$ cat config.mk
export PLATFORM = sky130hd
export DESIGN_NAME = vector_wb_arbiter
export DESIGN_NICKNAME = d
export VERILOG_FILES = /design/src/rtl/vector_wb_arbiter.sv
export SDC_FILE = /design/constraint.sdc
export NUM_CORES = 2
export LEC_CHECK = 0
export BUFFER_PORTS_ARGS = -buffer_cell sky130_fd_sc_hd__buf_2
export CAP_MARGIN = 25
export CORE_MARGIN = 4
export CORE_UTILIZATION = 56
export CTS_CLUSTER_DIAMETER = 120
export DETAILED_ROUTE_END_ITERATION = 6
export GPL_TIMING_DRIVEN = 0
export HOLD_SLACK_MARGIN = 0.08
export PLACE_DENSITY = 0.86
export SYNTH_ARGS = -nofsm -noshare
export SYNTH_HDL_FRONTEND = slang
export SYNTH_SLANG_ARGS = --single-unit
export TNS_END_PERCENT = 5
$ cat constraint.sdc
create_clock -name clk -period 9.53 [get_ports clk]
set_input_delay 0.953 -clock clk [delete_from_list [all_inputs] [get_ports clk]]
set_output_delay 0.953 -clock clk [all_outputs]
set_load 0.02 [all_outputs]
$ cat src/rtl/vector_wb_arbiter.sv
// vector_wb_arbiter: buffered round-robin merge of NUM_UNITS result streams
// onto one registered VRF write port, with a pending-write hazard query.

// Per-unit result FIFO. It also reports whether any live entry targets
// query_addr with a non-zero mask. The caller gates push with !full and
// pop with !empty.
module vector_wb_arbiter_fifo #(
  parameter int DEPTH = 2,
  parameter int AW    = 5,
  parameter int DW    = 128,
  parameter int MW    = 32
) (
  input  logic          clk,
  input  logic          reset,
  input  logic          push,
  input  logic          pop,
  input  logic [AW-1:0] push_addr,
  input  logic [DW-1:0] push_data,
  input  logic [MW-1:0] push_mask,
  output logic [AW-1:0] head_addr,
  output logic [DW-1:0] head_data,
  output logic [MW-1:0] head_mask,
  output logic          full,
  output logic          empty,
  input  logic [AW-1:0] query_addr,
  output logic          hazard
);
  localparam int PW = $clog2(DEPTH);
  localparam int CW = PW + 1;

  logic [PW-1:0]    rd_ptr, wr_ptr;
  logic [CW-1:0]    count;
  logic [AW-1:0]    addr_q [DEPTH];
  logic [DW-1:0]    data_q [DEPTH];
  logic [MW-1:0]    mask_q [DEPTH];
  logic [DEPTH-1:0] slot_hit;

  // Pointers and occupancy; push+pop in one cycle leaves count unchanged.
  // DEPTH is a power of two, so pointers wrap naturally.
  always_ff @(posedge clk or negedge reset) begin
    if (!reset) begin
      rd_ptr <= '0;
      wr_ptr <= '0;
      count  <= '0;
    end else begin
      if (push) wr_ptr <= wr_ptr + 1'b1;
      if (pop)  rd_ptr <= rd_ptr + 1'b1;
      if (push && !pop)      count <= count + 1'b1;
      else if (pop && !push) count <= count - 1'b1;
    end
  end

  // Entry storage needs no reset; only slots inside count are ever observed.
  always_ff @(posedge clk) begin
    if (push) begin
      addr_q[wr_ptr] <= push_addr;
      data_q[wr_ptr] <= push_data;
      mask_q[wr_ptr] <= push_mask;
    end
  end

  // A physical slot is live when its distance from rd_ptr is below count.
  for (genvar j = 0; j < DEPTH; j++) begin : g_slot
    logic [PW-1:0] off;
    assign off         = PW'(j) - rd_ptr;
    assign slot_hit[j] = ({1'b0, off} < count) && (addr_q[j] == query_addr) && (|mask_q[j]);
  end

  assign hazard    = |slot_hit;
  assign full      = (count == CW'(DEPTH));
  assign empty     = (count == '0);
  assign head_addr = addr_q[rd_ptr];
  assign head_data = data_q[rd_ptr];
  assign head_mask = mask_q[rd_ptr];
endmodule

module vector_wb_arbiter #(
  parameter int NUM_UNITS           = 4,
  parameter int NUM_ELEMS           = 8,
  parameter int ELEM_SIZE           = 16,
  parameter int ENABLES_PER_ELEMENT = 4,
  parameter int VRF_SIZE            = 32,
  parameter int FIFO_DEPTH          = 2,
  parameter int AW                  = $clog2(VRF_SIZE),
  parameter int VW                  = NUM_ELEMS * ELEM_SIZE,
  parameter int MW                  = NUM_ELEMS * ENABLES_PER_ELEMENT
) (
  input  logic                    clk,
  input  logic                    reset,
  input  logic [NUM_UNITS-1:0]    in_valid,
  output logic [NUM_UNITS-1:0]    in_ready,
  input  logic [NUM_UNITS*VW-1:0] in_data,
  input  logic [NUM_UNITS*MW-1:0] in_mask,
  input  logic [NUM_UNITS*AW-1:0] in_addr,
  input  logic                    vrf_stall,
  output logic                    vrf_we,
  output logic [AW-1:0]           vrf_addr,
  output logic [VW-1:0]           vrf_data,
  output logic [MW-1:0]           vrf_mask,
  input  logic [AW-1:0]           query_addr,
  output logic                    query_hazard,
  output logic                    idle
);
  localparam int UW = $clog2(NUM_UNITS);

  logic [NUM_UNITS-1:0]         push, pop, full, empty, fifo_haz;
  logic [NUM_UNITS-1:0][AW-1:0] head_addr;
  logic [NUM_UNITS-1:0][VW-1:0] head_data;
  logic [NUM_UNITS-1:0][MW-1:0] head_mask;

  logic [UW-1:0] rr_ptr;
  logic [UW-1:0] grant_idx;
  logic [UW-1:0] cand_idx;
  logic          grant_vld;

  // One FIFO per producing unit; in_ready comes from registered count only.
  for (genvar u = 0; u < NUM_UNITS; u++) begin : g_unit
    assign in_ready[u] = ~full[u];
    assign push[u]     = in_valid[u] & ~full[u];
    assign pop[u]      = grant_vld & (grant_idx == UW'(u));

    vector_wb_arbiter_fifo #(
      .DEPTH(FIFO_DEPTH), .AW(AW), .DW(VW), .MW(MW)
    ) u_fifo (
      .clk       (clk),
      .reset     (reset),
      .push      (push[u]),
      .pop       (pop[u]),
      .push_addr (in_addr[u*AW +: AW]),
      .push_data (in_data[u*VW +: VW]),
      .push_mask (in_mask[u*MW +: MW]),
      .head_addr (head_addr[u]),
      .head_data (head_data[u]),
      .head_mask (head_mask[u]),
      .full      (full[u]),
      .empty     (empty[u]),
      .query_addr(query_addr),
      .hazard    (fifo_haz[u])
    );
  end

  // Round-robin pick: first non-empty FIFO after rr_ptr, none while stalled.
  always_comb begin
    grant_vld = 1'b0;
    grant_idx = '0;
    cand_idx  = '0;
    if (!vrf_stall) begin
      for (int k = 1; k <= NUM_UNITS; k++) begin
        cand_idx = UW'((int'(rr_ptr) + k) % NUM_UNITS);
        if (!grant_vld && !empty[cand_idx]) begin
          grant_vld = 1'b1;
          grant_idx = cand_idx;
        end
      end
    end
  end

  // Write port register and arbitration pointer. A zero-mask grant still
  // pops, loads the fields and advances rr_ptr, but never raises vrf_we.
  always_ff @(posedge clk or negedge reset) begin
    if (!reset) begin
      rr_ptr   <= UW'(NUM_UNITS - 1);
      vrf_we   <= 1'b0;
      vrf_addr <= '0;
      vrf_data <= '0;
      vrf_mask <= '0;
    end else begin
      vrf_we <= grant_vld & (|head_mask[grant_idx]);
      if (grant_vld) begin
        rr_ptr   <= grant_idx;
        vrf_addr <= head_addr[grant_idx];
        vrf_data <= head_data[grant_idx];
        vrf_mask <= head_mask[grant_idx];
      end
    end
  end

  assign query_hazard = (|fifo_haz) | (vrf_we & (vrf_addr == query_addr));
  assign idle         = (&empty) & ~vrf_we;
endmodule
==> reports/metrics.yaml <==
timing:
  number_of_pins_exceeding_their_max_slew_limit_in_the_final_report: 0
  unrepaired_setup_endpoints_after_global_routing: "false"
  hold_viol_final: 0
  actual_transition_at_the_worst_max_transition_pin_ns: 1.08
  timing.final.crit_period_ns: 6.01
  layout_setup_ws_ns: 3.52
  fin_skew_ns: 0.0466
  max_freq_mhz: 166
  slew_headroom_pct: 27.9
  hold_slack_ns: 0.152
  final.period_utilization_pct: 63.0
  finalSetupViolations: 0
global_route:
  grt_remaining_overflow: 0
  grt_first_pass_wirelength_mm: 270
  grt_start_max_net_pins: 99
  grt.total_usage_pct: 34.7
  initial_antenna_violation_count: 156
  grt_pass1_vias: 40200
layout:
  post_route_cells_drive_above_1_share_pct: 24.5
  final_cell_count_no_fill: 6346
  layout_common_cells: "1,320 x sky130_fd_sc_hd__edfxtp_1, 858 x sky130_fd_sc_hd__buf_2, 506 x sky130_fd_sc_hd__mux2i_1, 302 x sky130_fd_sc_hd__a21oi_1, 207 x sky130_fd_sc_hd__clkbuf_1"
  nNetsFinal: 5368
  layout_commonest_cell: "sky130_fd_sc_hd__edfxtp_1"
  finish.instance_area_mm2: 0.0708
  area_delta_synth_final_pct: 21.2
critical_path:
  reg2reg_setup_slack_ns: 4.98
  crit_path_cell_trace: "clkbuf_1 -> buf_2 -> buf_1 -> clkbuf_2 -> clkbuf_1 -> a21oi_1 -> nor4_1 -> o2111ai_1 -> nand4_1 -> buf_2"
  critPathKind: "reg2out"
  r2r_cells: 9
  critPathMaxStageDelay_ns: 0.82
  cp_top_family: "buffers and inverters"
  critical_path.slowest_cell: "sky130_fd_sc_hd__buf_1"
  critical_path.endpoint_type: "primary output"
  critPathBufInv: 6
  reg_to_reg_critical_path_endpoint: "vrf_data[12]$_DFFE_PN0P_"
  rr_startpoint: "g_unit[3].u_fifo.rd_ptr$_DFFE_PN0P_"
  critical_path.startpoint_type: "register"
  timing.critical_path.arrival_ns: 5.05
  crit_path_max_fanout: 10
  crit_required_ns: 8.58
run:
  drv.max_cap_violation_count: 0
detailed_routing:
  antenna_left: 0
  avgRoutedWirePerCell_um: 31.1
  routed-via-count: 40200
  overall_routed_net_length_mm: 197
  drtIter0Drc: 5022
  drt_first_pass_iters: 6
  drc: 0
  routed_via_density: 6.34
clock_network:
  cts_tree: "built"
  cts_resized: 0
  numClockSinks: 1504
  clkSlewWorstSetupHoldPaths_ns: 0.06
  cts_htree_levels: 4
  insertion_delay_ns: 0.78
  post-cts-setup-buffers: 0
  cts-buffers-inserted: 149
  cts_hold_buf: 0
  cts_root_buffer: "sky130_fd_sc_hd__clkbuf_16"
  clock_path_buffers: 3
placement:
  dp_cells: 5919
  port_buffers: 838
  dpl.hpwl_mm: 140
  gpl.final_weighted_congestion: 1.02
  post_dp_cell_area_mm2: 0.0655
  dpl_worst_slack_ns: 4.38
floorplanning:
  floorplan.rows: 118
  die-width_um: 331
  floorplan.io_pins: 844
  chipHeight_um: 331
  core_region_area_mm2: 0.104
  initial_utilization_pct: 56.4
  dieArea_mm2: 0.110
pwr:
  combinationalPowerShare_pct: 36.3
  p_int_mw: 15.3
  power_frac_clock_pct: 24.0
  power_density_mw_per_mm2: 349
  net-switching-power_mw: 9.47
  seqPwrFrac_pct: 39.7
  power.leakage_nw: 26.4
  vdd_ir_drop_max_uv: 271
  p_sw_share_pct: 38.2
synth:
  synthesis.instances: 3652
  synth-edff-count: 1320
  yosysSeqAreaShare_pct: 75.7
  synth-warning-count: 0
  netlist_area_mm2: 0.0585
  post_synth.cell_area_avg_um2: 16.0
  synth_flop_cell: "sky130_fd_sc_hd__edfxtp_1"
  async_reset_ff_share_pct: 12.2
  syn_nets: 4328
  synth_cell_type_count: 60
  ys_ff_latch: 1504
min_path:
  hold_path_class: "in2async"
outcome:
  status: "finished, final reports clean"
## worst max path at each step
stage	startpoint	end	cells after the start	slack, ns
6_report	g_unit[3].u_fifo.rd_ptr$_DFFE_PN0P_	query_hazard	10	3.52
5_1_grt	g_unit[3].u_fifo.rd_ptr$_DFFE_PN0P_	query_hazard	10	3.53
4_1_cts	g_unit[3].u_fifo.rd_ptr$_DFFE_PN0P_	query_hazard	10	3.57
3_5_place_dp	g_unit[3].u_fifo.rd_ptr$_DFFE_PN0P_	query_hazard	10	4.38
3_3_place_gp	in_valid[1]	g_unit[1].u_fifo.data_q[0][32]$_DFFE_PP_	3	-4.81
2_1_floorplan	in_valid[0]	g_unit[0].u_fifo.addr_q[0][0]$_DFFE_PP_	2	0.94
## registers in the layout, indices dropped and copies added (netlist names)
| name | count |
|---|---|
| vrf_addr | 5 |
| rr_ptr | 2 |
| vrf_data | 128 |
| g_unit.u_fifo.wr_ptr | 4 |
| g_unit.u_fifo.count | 8 |
| vrf_we | 1 |
| g_unit.u_fifo.mask_q | 256 |
| g_unit.u_fifo.addr_q | 40 |
| vrf_mask | 32 |
| g_unit.u_fifo.data_q | 1024 |
| g_unit.u_fifo.rd_ptr | 4 |
## layout make-up
type                       instances  area [um2]
timing repair buffer             889        5260
sequential                      1504       44200
antenna                          146         365
fill                            6757       32800
clock buffer                     203        4120
buffer                           228         911
inverter                          10        42.5
multi-input combinational       1910       13300
tap                             1380        1730
clock inverter                    76         845
## power groups by stage
stage          clock [mW]  sequential, mW  combinational, mW
3_3_place_gp            0            10.4               8.06
3_5_place_dp            0            9.88               8.65
2_1_floorplan           0            10.4               4.65
6_report             5.94            9.82               8.99
4_1_cts              5.95            9.78               8.77
5_1_grt              6.25            9.91               9.38
## synthesized netlist by cell type, drive strengths merged, types with 2 or more instances
cell / number / share of area, %
xor2: 35 / 0.52
nand3: 11 / 0.10
edfxtp: 1320 / 68
dfstp: 2 / 0.090
a21oi: 302 / 2.6
a21o: 2 / 0.026
mux2i: 506 / 8.7
buf: 50 / 0.40
mux2: 8 / 0.15
and2: 4 / 0.043
o21bai: 2 / 0.032
o21ai: 174 / 1.5
xnor2: 30 / 0.45
or2: 2 / 0.021
nand2b: 4 / 0.043
a211oi: 151 / 1.9
nand2: 206 / 1.3
o2111ai: 8 / 0.12
o221ai: 3 / 0.045
nor3: 2 / 0.036
nor2b: 149 / 1.6
and3: 4 / 0.043
a32oi: 2 / 0.030
a22oi: 13 / 0.17
nand4: 22 / 0.24
ha: 4 / 0.086
a311oi: 2 / 0.030
nor2: 20 / 0.15
inv: 9 / 0.066
nor4: 75 / 0.83
a31oi: 10 / 0.13
o22ai: 145 / 1.6
or4: 3 / 0.045
dfrtp: 182 / 7.8
clkbuf: 178 / 1.1
## stage by stage
stage | util, % | setup TNS [ns] | power [mW]
after floorplan | - | 0 | 15.0
after global placement | 62.1 | -2984.53 | 18.5
after detailed placement | 63.2 | 0 | 18.5
after CTS | 68.0 | 0 | 24.5
after global routing | 68.2 | 0 | 25.5
final | 68.3 | 0 | 24.8
## layer usage
layer	GRT usage (%)	share of wire, %
met5	0	0.18
met4	24.3	8.3
met3	11.5	13
met2	54.2	46
met1	40.7	32
## kinds of logic (layout without fill, tap and decap cells)
family | after synthesis | count (layout) | share of synthesized area, %
AOI/OAI and AO/OA | 823 | 823 | 8.31
other | 0 | 146 | 0
buffers and inverters | 238 | 1406 | 1.61
DFF | 1504 | 1504 | 75.7
muxes | 514 | 514 | 8.82
and+or+nand+nor | 504 | 504 | 4.50
adders and majority gates | 4 | 4 | 0.0856
xor gates and xnor gates | 65 | 65 | 0.974
Power figures use the tool's default switching activity.
